### config.mk
export PLATFORM = sky130hd
export DESIGN_NAME = vec_wb_reg_encode
export DESIGN_NICKNAME = d
export VERILOG_FILES = /design/src/rtl/vec_pkg.sv /design/src/rtl/vec_wb_fifo.sv /design/src/rtl/vec_wb_reg_encode.sv
export SDC_FILE = /design/constraint.sdc
export NUM_CORES = 1
export LEC_CHECK = 0
export CORE_MARGIN = 5
export CORE_UTILIZATION = 59
export DETAILED_ROUTE_END_ITERATION = 10
export GPL_ROUTABILITY_DRIVEN = 0
export PLACE_DENSITY = 0.82
export SLEW_MARGIN = 5
export SYNTH_ARGS = -nofsm -noshare
export SYNTH_HDL_FRONTEND = slang
export SYNTH_HIERARCHICAL = 1
export SYNTH_SLANG_ARGS = --single-unit
### constraint.sdc
create_clock -name clk -period 9.45 [get_ports clk]
set_input_delay 1.4175 -clock clk [delete_from_list [all_inputs] [get_ports clk]]
set_output_delay 1.4175 -clock clk [all_outputs]
set_load 0.1 [all_outputs]
### src/rtl/vec_pkg.sv
// Shared vector-register constants and the physical-to-architectural index mapping.
// Used by vec_wb_fifo and vec_wb_reg_encode.
package vec_pkg;
  localparam int unsigned VBASE  = 16;
  localparam int unsigned NREGS  = 8;
  localparam int unsigned PIDX_W = 5;

  typedef logic [PIDX_W-1:0] vreg_pidx_t;

  // Architectural rd = base + physical index, kept to the 5-bit register-number field.
  function automatic vreg_pidx_t pidx_to_arch(input vreg_pidx_t pidx, input int unsigned base);
    return pidx + vreg_pidx_t'(base);
  endfunction
endpackage

### src/rtl/vec_wb_fifo.sv
// Small synchronous FIFO with registered storage; the head entry is visible on rdata while not empty.
// flush empties the FIFO and overrides any push or pop in the same cycle.
module vec_wb_fifo #(
  parameter int DEPTH = 4,
  parameter int W     = 133
) (
  input  logic         clk,
  input  logic         rst_n,
  input  logic         flush,
  input  logic         push,
  input  logic         pop,
  input  logic [W-1:0] wdata,
  output logic [W-1:0] rdata,
  output logic         full,
  output logic         empty
);
  localparam int AW = $clog2(DEPTH);

  logic [AW-1:0] wr_ptr;
  logic [AW-1:0] rd_ptr;
  logic [AW:0]   count;
  logic [W-1:0]  mem [DEPTH];

  // DEPTH is a power of two, so the pointers wrap on natural overflow.
  always_ff @(posedge clk or negedge rst_n) begin
    if (!rst_n) begin
      wr_ptr <= '0;
      rd_ptr <= '0;
      count  <= '0;
    end else if (flush) begin
      wr_ptr <= '0;
      rd_ptr <= '0;
      count  <= '0;
    end else begin
      if (push) wr_ptr <= wr_ptr + 1'b1;
      if (pop)  rd_ptr <= rd_ptr + 1'b1;
      count <= count + (AW+1)'(push) - (AW+1)'(pop);
    end
  end

  always_ff @(posedge clk) begin
    if (push && !flush) mem[wr_ptr] <= wdata;
  end

  assign rdata = mem[rd_ptr];
  assign full  = (count == (AW+1)'(DEPTH));
  assign empty = (count == '0);
endmodule

### src/rtl/vec_wb_reg_encode.sv
// Vector writeback encoder: buffers physical-index results, emits architectural rd, tracks pending writes.
// Optional VEC_WB_BYPASS_EN: zero-latency pass-through of a legal input while the FIFO is empty.
module vec_wb_reg_encode
  import vec_pkg::*;
#(
  parameter int DEPTH  = 4,
  parameter int NREGS  = vec_pkg::NREGS,
  parameter int VBASE  = vec_pkg::VBASE,
  parameter int DATA_W = 128
) (
  input  logic              clk,
  input  logic              rst_n,
  input  logic              flush,
  input  logic              in_valid,
  output logic              in_ready,
  input  logic [4:0]        in_pidx,
  input  logic [DATA_W-1:0] in_data,
  output logic              out_valid,
  input  logic              out_ready,
  output logic [4:0]        out_rd,
  output logic [DATA_W-1:0] out_data,
  output logic [NREGS-1:0]  busy,
  output logic              err_illegal
);
  localparam int PW = $clog2(DEPTH+1);
  localparam int W  = PIDX_W + DATA_W;
  localparam logic [PIDX_W:0] NREGS_L = (PIDX_W+1)'(NREGS);

  // Handshake: a transfer happens on a cycle where valid && ready; valid never depends on ready.
  logic             full, empty, push, pop, legal;
  logic [W-1:0]     head;
  vreg_pidx_t       head_pidx;
  logic [PW-1:0]    pend [NREGS];

  assign head_pidx = head[W-1 -: PIDX_W];
  assign legal     = ({1'b0, in_pidx} < NREGS_L);
  assign in_ready  = !full;
  assign pop       = !empty && out_ready;

`ifdef VEC_WB_BYPASS_EN
  logic bypass;
  assign bypass    = empty && in_valid && legal;
  // A bypassed result consumed this cycle never enters the FIFO or the scoreboard.
  assign push      = in_valid && in_ready && legal && !(bypass && out_ready);
  assign out_valid = !empty || bypass;
  assign out_rd    = bypass ? pidx_to_arch(in_pidx, VBASE) : pidx_to_arch(head_pidx, VBASE);
  assign out_data  = bypass ? in_data : head[DATA_W-1:0];
`else
  assign push      = in_valid && in_ready && legal;
  assign out_valid = !empty;
  assign out_rd    = pidx_to_arch(head_pidx, VBASE);
  assign out_data  = head[DATA_W-1:0];
`endif

  vec_wb_fifo #(.DEPTH(DEPTH), .W(W)) u_fifo (
    .clk   (clk),
    .rst_n (rst_n),
    .flush (flush),
    .push  (push),
    .pop   (pop),
    .wdata ({in_pidx, in_data}),
    .rdata (head),
    .full  (full),
    .empty (empty)
  );

  // Enqueue and dequeue of the same register in one cycle cancel out.
  always_ff @(posedge clk or negedge rst_n) begin
    if (!rst_n) begin
      for (int i = 0; i < NREGS; i++) pend[i] <= '0;
      err_illegal <= 1'b0;
    end else begin
      err_illegal <= in_valid && !legal;
      for (int i = 0; i < NREGS; i++) begin
        if (flush) pend[i] <= '0;
        else pend[i] <= pend[i] + PW'(push && (in_pidx == vreg_pidx_t'(i)))
                                - PW'(pop && (head_pidx == vreg_pidx_t'(i)));
      end
    end
  end

  always_comb begin
    busy = '0;
    for (int i = 0; i < NREGS; i++) busy[i] = (pend[i] != '0);
  end
endmodule

Yosys cells after proc, flatten, opt, wreduce, memory -nomap -nowiden

Memory sizes are Yosys's and may differ from the RTL's.
Index checks and enable logic that the tools add are counted.

Reduce and logical (&&, ||, !) cells: 38
Order comparisons: 1
$add $sub $neg: 21
Equal/unequal tests: 15
Mux-type cells: 15

Operator list:

| operator              | count |
|---|---|
| $eq A5 B3 Y1 const B  | 8 |
| $add A3 B1 Y3         | 9 |
| $mux W3               | 9 |
| $sub A3 B1 Y3         | 9 |
| $reduce_bool A3 Y1    | 8 |
| $logic_and A1 B1 Y1   | 21 |
| $eq A5 B2 Y1 const B  | 4 |
| $eq A5 B1 Y1 const B  | 2 |
| $logic_not A5 Y1      | 2 |
| $mux W2               | 4 |
| $add A5 B5 Y5 const B | 1 |
| $lt A5 B4 Y1 const B  | 1 |
| $add A2 B1 Y2 const B | 2 |
| $logic_not A1 Y1      | 4 |
| $reduce_bool A2 Y1    | 2 |
| $eq A3 B3 Y1 const B  | 1 |
| $logic_not A3 Y1      | 1 |
| $mux W1               | 2 |

Bits in writable memories: 532
Bits in registers: 32
Output and inout bits: 144
Memories kept: 1

Memories:

| memory     | words | width | rd ports | clocked after memory_dff | write ports | RTL line          | source |
|---|---|---|---|---|---|---|---|
| u_fifo.mem | 4     | 133   | 1        | 0                        | 1           | vec_wb_fifo.sv:22 | `logic [W-1:0] mem [DEPTH];` |

Depth between registers and ports, before layout

Gate-level depths: netlist of the first run.

Word-level depth: 8
Mapped depth: 14
Mapped depth without buffers: 10

Modules after synthesis

Netlist of the first run, hierarchy kept.

By module, submodules not included:

| module            | seq. area each (sq um) | area an instance (sq um) | instances | cells an instance |
|---|---|---|---|---|
| vec_wb_fifo       | 16150.5                | 19582.5                  | 1         | 734 |
| vec_wb_reg_encode | 625.6                  | 1600.3                   | 1         | 137 |

Least setup slack after synthesis of the first run

No wires, ideal clock.

Path type: input port to flip-flop
Start point: input in_pidx[3]
End point: memory u_fifo.mem[0][0] (enable)
Library setup time: 0.509 ns
Stages on the path: 3
Data arrival time: 5.501 ns
Data required time: 8.941 ns
Setup slack: 3.440 ns
Cells stage by stage: nor4b_2 > nor2b_1 > and2_1

Cells in the longest elaborated chain, start to end: 5

RTL lines:

| item                          | RTL line                | source |
|---|---|---|
| start: declaration            | vec_wb_reg_encode.sv:16 | `input logic [4:0] in_pidx,` |
| $lt A5 B4 Y1                  | vec_wb_reg_encode.sv:36 | `assign legal = ({1'b0, in_pidx} < NREGS_L);` |
| $logic_and A1 B1 Y1           | vec_wb_reg_encode.sv:49 | `assign push = in_valid && in_ready && legal;` |
| $logic_and A1 B1 Y1           | vec_wb_fifo.sv:42       | `if (push && !flush) mem[wr_ptr] <= wdata;` |
| $mux W1                       | vec_wb_fifo.sv:42       |  |
| $mux W1 (implied by the code) | vec_wb_fifo.sv:42       |  |
| end: declaration              | vec_wb_fifo.sv:22       |  |

No other way between the ends.

Final worst setup path of the first run

Start point: register u_fifo.rd_ptr[1]
End point: output out_data[74]

Cells in the longest elaborated chain, start to end: 1

RTL lines:

| item                     | RTL line                | source |
|---|---|---|
| start: declaration       | vec_wb_fifo.sv:20       | `logic [AW-1:0] rd_ptr;` |
| start signal: assignment | vec_wb_fifo.sv:36       | `if (pop) rd_ptr <= rd_ptr + 1'b1;` |
| $mem_v2 Z4 W133          | --                      |  |
| end: declaration         | vec_wb_reg_encode.sv:21 | `output logic [DATA_W-1:0] out_data,` |

No other way between the ends.

==> results.toml, run 1 <==
[status]
status = "completed"

[floorplanning]
rows = 69
die_w_um = 199
start_util = 0.597
core_area_mm2 = 0.0355
dieArea_mm2 = 0.0398
die_h_um = 199
io-pin-count = 282

[drt]
wl_per_cell_um = 25.5
ant_nets = 0
dr.pass1.iters = 5
drtIter0Drc = 728
routed_via_density = 5.86
vias = 9889
wirelength_um = 43000
drc_errors = 0

[synth]
yosysWarnings = 6
synth.top_cells.by_area = "edfxtp_1 (75%), mux4_2 (14%), dfrtp_1 (3.8%)"
synth_top_area_frac = 0.754
syn-instance-count = 871
synth.avg_cell_area_um2 = 24.3
yosysSeqAreaShare = 0.792
ys_ff_latch = 564
syn-cell-area_mm2 = 0.0212
post_synth_num_cell_types = 33
syn_nets = 1040
synth_top_cell_by_area = "edfxtp_1"

[clock_network]
clkLatencyLatePin_ns = 0.58
postCtsSetupBuffers = 0
cts.clk_slew.worst_paths_ns = 0.06
post_cts_resized = 0
cts_max_level = 2
clock-sinks = 564
cts-root-buf = "clkbuf_16"
cts_tree = "built"
ctsHoldBuffers = 0
clockBufferDepth = 3
cts_made_buffers = 54

[placement]
io_buffers = 281
dp.cells = 1590
hpwl_um = 25400
place_ws_ns = 4.28

[worst_setup_path]
crit_arrival_ns = 4.29
worstSetupStartpointType = "flip-flop"
critical_path.cell_chain = "buf_4 -> mux4_2 -> clkdlybuf4s50_1"
slowest_stage = "clkdlybuf4s50_1"
worstPathRequired_ns = 8.03
crit_path_end_kind = "output pin"
worstReg2RegStart = "u_fifo/rd_ptr[1]"
cpLargestDelayFamily = "buffers and inverters"
worstPathMaxFanout = 69
startpoint = "u_fifo/rd_ptr[1]"
critPathMaxStageDelay_ns = 1.19
path_class = "reg -> out"
worstPathBufferInverterCount = 2

[pwr]
p_int_w = 0.00470
powerDensity_mw_per_mm2 = 288
p_seq_frac = 0.374
power_w = 0.00755
netSwitchingFraction = 0.378
leakage_nw = 8.53
power_switching_w = 0.00285
ir_worst_vdd_mv = 0.368
combPwrFrac = 0.356
clkPwrFrac = 0.270

[timing]
slew_headroom = 0.199
rsz0062_at_grt = "no"
hold_viol = 0
finalSetupViolCount = 0
max_freq_mhz = 175
worstMarginPinSlew_ns = 1.20
period_minus_slack_ns = 5.71
slew_violations = 0
setup_slack_ns = 3.74
fin_crit_sh = 0.604
tns_ns = 0
finalClockSkew_ns = 0.0135

[finish]
final-seq-area_mm2 = 0.0168
multi_input_area_mm2 = 0.00413
final_cell_mix = "edfxtp_1 (532), clkdlybuf4s50_1 (281), mux4_2 (133), clkbuf_16 (55), dfrtp_1 (30)"
final_common_cell = "edfxtp_1"
postLayoutCoreUtil = 0.737
finalNetCount = 1354
fin_cells = 1688
drive_gt1_frac = 0.187
fillers = 1973
area_delta_synth_final_pct = 23.5

[job]
cap_viol_max_count = 0

[min_path]
holdCritStartpoint = "u_fifo/wr_ptr[1]"
hold_path_class = "reg -> reg"

[global_route]
grt_pass1_wl_um = 64400
antenna_found_initial = 8
track_usage = 0.218
grt_pass1_vias = 10538
grt-ovfl-total = 0
grt_max_degree = 128
-- stage by stage --
stage	area [µm²]	hold slack [ns]
2_1_floorplan	21200	0.538
6_report	26200	0.591
3_5_place_dp	24500	0.578
4_1_cts	26200	0.592
3_3_place_gp	24500	0.564
5_1_grt	26200	0.615
-- cell type report --
type / instances / share of cell area
antenna: 2 / 0.000191
multi-input combinational: 250 / 0.158
inverter: 24 / 0.00344
sequential: 564 / 0.642
clock buffer: 62 / 0.0536
tap: 461 / 0.0220
clock inverter: 34 / 0.0104
timing repair buffer: 291 / 0.111
-- per-layer routing --
metal / vias to the layer above / share of wire / track usage
li1: 4259 / - / -
met1: 5158 / 0.38 / 0.299
met2: 380 / 0.50 / 0.349
met3: 80 / 0.092 / 0.0696
met4: 12 / 0.021 / 0.0543
met5: - / 0.0017 / 0
-- worst min-delay path, cell delays in order (launching register included) --
cell	delay (ns)
dfrtp_1	0.39
mux2i_1	0.08
nor2_1	0.08
-- worst paths after layout --
kind	end	slack [ns]	cells past startpoint
max	out_data[74]	3.74	3
min	u_fifo/wr_ptr[1]	0.59	2
max reg2reg	pend[20]	5.53	10
min reg2reg	u_fifo/wr_ptr[1]	0.59	2
max in group asynchronous	u_fifo/rd_ptr[0]	7.88	2
min in group asynchronous	pend[14]	1.23	2
-- cells in the mapped netlist --
cell type  instances
nand4b_1           4
xnor2_1            2
xnor3_1            9
dfrtp_1           32
ha_1              22
nor2b_1           12
or3_1              8
nand3_1            3
a21oi_1            1
clkbuf_2           1
inv_1             24
a21bo_2            1
nand4_1            2
mux4_2           133
or4b_1             1
and2_1             4
nor4_1             1
nor3b_1            1
fa_1               9
nor3_1             2
nor4b_2            2
nor4b_1            2
buf_2             16
buf_6              6
nor2_1            25
edfxtp_1         532
mux2i_1            1
buf_4              1
o21a_1             1
and4bb_2           1
nand2_1            1
clkbuf_1           9
nand3b_1           2
-- flip-flops by register name (all words and copies together), names as in the netlist --
name and count:
pend 24, u_fifo/wr_ptr 2, u_fifo/rd_ptr 2, err_illegal 1, u_fifo/mem 532, u_fifo/count 3
-- kinds of logic (layout without fill, tap and decap cells) --
logic type	Yosys count	count (layout)	synth area share
adder cells (fa/ha/maj)	31	31	0.0215
buffers and inverters	57	411	0.0134
AO/OA/AOI/OAI	3	3	0.00106
other	0	2	0
flip-flops	564	564	0.792
AND/OR/NAND/NOR	71	71	0.0198
XOR/XNOR	11	11	0.0104
multiplexers	134	134	0.142
-- power groups by stage --
stage / Clock (W) / Combinational [W] / Sequential [W]
2_1_floorplan: 0 / 0.00215 / 0.00284
3_3_place_gp: 0 / 0.00270 / 0.00287
3_5_place_dp: 0 / 0.00271 / 0.00287
4_1_cts: 0.00208 / 0.00272 / 0.00282
5_1_grt: 0.00220 / 0.00278 / 0.00282
6_report: 0.00204 / 0.00269 / 0.00282
Note: power is estimated with default switching activity, not from simulation.
==> run 2, diff against run 1 <==
--- a/config.mk
+++ b/config.mk
@@ -6,10 +6,10 @@
 export NUM_CORES = 1
 export LEC_CHECK = 0
 export CORE_MARGIN = 5
-export CORE_UTILIZATION = 59
+export CORE_UTILIZATION = 49
 export DETAILED_ROUTE_END_ITERATION = 10
 export GPL_ROUTABILITY_DRIVEN = 0
-export PLACE_DENSITY = 0.82
+export PLACE_DENSITY = 0.72
 export SLEW_MARGIN = 5
 export SYNTH_ARGS = -nofsm -noshare
 export SYNTH_HDL_FRONTEND = slang
==> constraint.sdc (replaced) <==
create_clock -name clk -period 4.7 [get_ports clk]
set_input_delay 0.705 -clock clk [delete_from_list [all_inputs] [get_ports clk]]
set_output_delay 0.705 -clock clk [all_outputs]
set_load 0.1 [all_outputs]
==> run 2 against run 1 <==
  * Worst hold slack got worse by 0.077 ns
  * Via count decreased by 1.8%
  * Die area increased by 19%
  * Cell count increased by 8.5%
  * Total power increased by 100%
  * Worst setup slack got worse by 3.0 ns
  * Core utilization decreased by 12 points
  * Critical path type unchanged
  * Critical endpoint is now out_rd[2]
==> results.toml, run 2 (same netlist as run 1, synthesis figures left out) <==
[job]
cap_viol_max_count = 0

[status]
status = "completed"

[timing]
finalClockSkew_ns = 0.0192
slew_violations = 0
period_minus_slack_ns = 4.00
tns_ns = 0
max_freq_mhz = 250
slew_headroom = 0.264
worstMarginPinSlew_ns = 1.10
finalSetupViolCount = 0
fin_crit_sh = 0.852
rsz0062_at_grt = "no"
hold_viol = 0

[clock_network]
clockBufferDepth = 3
cts_made_buffers = 55
post_cts_resized = 0
ctsHoldBuffers = 0
cts_tree = "built"
cts-root-buf = "clkbuf_16"
postCtsSetupBuffers = 0
clock-sinks = 564
clkLatencyLatePin_ns = 0.60
cts_max_level = 2
cts.clk_slew.worst_paths_ns = 0.06

[worst_setup_path]
crit_path_end_kind = "output pin"
reg2reg_depth = 10
cpLargestDelayFamily = "buffers and inverters"
crit_cells = 3
critPathMaxStageDelay_ns = 1.04
worstPathMaxFanout = 28
crit_arrival_ns = 3.30
worstPathBufferInverterCount = 2
worstPathRequired_ns = 3.99
worstSetupStartpointType = "flip-flop"
path_class = "reg -> out"
slowest_stage = "clkdlybuf4s50_1"
critical_path.cell_chain = "buf_4 -> mux4_2 -> clkdlybuf4s50_1"

[min_path]
hold_path_class = "in -> async"

[drt]
drc_errors = 0
ant_nets = 0
vias = 9711
dr.pass1.iters = 4
wl_per_cell_um = 22.6
wirelength_um = 41300
routed_via_density = 5.30
drtIter0Drc = 733

[finish]
final_common_cell = "edfxtp_1"
finalNetCount = 1365
postLayoutCoreUtil = 0.618
drive_gt1_frac = 0.249
final_cell_mix = "edfxtp_1 (532), clkdlybuf4s50_1 (215), mux4_2 (133), buf_4 (75), clkbuf_16 (56)"
largest_reg_flops = 532
reg_top3 = "u_fifo/mem (532), pend (24), u_fifo/count (3)"
final-seq-area_mm2 = 0.0168
top_register = "u_fifo/mem"
area_delta_synth_final_pct = 25.1
multi_input_area_mm2 = 0.00413
fillers = 2953

[pwr]
powerDensity_mw_per_mm2 = 579
leakage_nw = 8.73
ir_worst_vdd_mv = 0.549

[floorplanning]
rows = 76
die_w_um = 218
io-pin-count = 282
core_area_mm2 = 0.0429
die_h_um = 218
start_util = 0.494
dieArea_mm2 = 0.0475

[global_route]
antenna_found_initial = 4
grt_pass1_vias = 10584
grt-ovfl-total = 0
grt_max_degree = 89
grt_pass1_wl_um = 63300
track_usage = 0.175

[placement]
io_buffers = 281
hpwl_um = 25500
==> run 2: changes by cell type in the layout (fill, tap and decap cells not counted), sizes merged <==
cell and delta:
clkinv +2, diode +1, bufinv +2, clkbuf +5, buf +76, clkdlybuf4s50 -66
clkinvlp -1
==> run 2: report_power, final <==
| part | switching (W) | internal, W |
|---|---|---|
| Clock | 0.00179 | 0.00254 |
| Combinational | 0.00391 | 0.00146 |
| Sequential | 0.0000496 | 0.00558 |
| Total | 0.00575 | 0.00958 |
==> run 2: area by class of cell <==
| cell class | count | area share |
|---|---|---|
| clock buffer | 67 | 0.0552 |
| multi-input combinational | 250 | 0.156 |
| clock inverter | 37 | 0.0130 |
| inverter | 24 | 0.00340 |
| tap | 585 | 0.0276 |
| timing repair buffer | 301 | 0.111 |
| antenna | 3 | 0.000283 |
| sequential | 564 | 0.634 |
==> run 2: per-layer routing <==
| metal | share of wire | vias up | track usage |
|---|---|---|---|
| li1 | - | 4307 | - |
| met1 | 0.42 | 5088 | 0.239 |
| met2 | 0.49 | 263 | 0.280 |
| met3 | 0.076 | 47 | 0.0587 |
| met4 | 0.017 | 6 | 0.0404 |
| met5 | 0.0011 | - | 0 |
==> run 2: path summary, 6_finish.rpt <==
check	from	to	slack, ns
worst max-delay path	u_fifo/rd_ptr[0]	out_rd[2]	0.70
worst min-delay path	rst_n	pend[17]	0.51
worst max register to register	u_fifo/rd_ptr[1]	pend[11]	1.34
worst min register to register	u_fifo/wr_ptr[1]	u_fifo/wr_ptr[1]	0.61
max in group asynchronous	rst_n	u_fifo/rd_ptr[0]	3.83
min in group clk	u_fifo/wr_ptr[1]	u_fifo/wr_ptr[1]	0.61
==> run 2: through the flow <==
step                worst slack (ns)  hold WS (ns)  std cells  power (W)  area, µm²
finish                         0.697         0.513       1831     0.0153      26500
global route                   0.503         0.546       1828     0.0159      26500
CTS                            0.586         0.499       1828     0.0155      26500
detailed placement              1.24         0.599       1724     0.0112      24700
global placement                1.24         0.574       1724     0.0111      24700
floorplan                      0.892         0.409        871     0.0100      21200
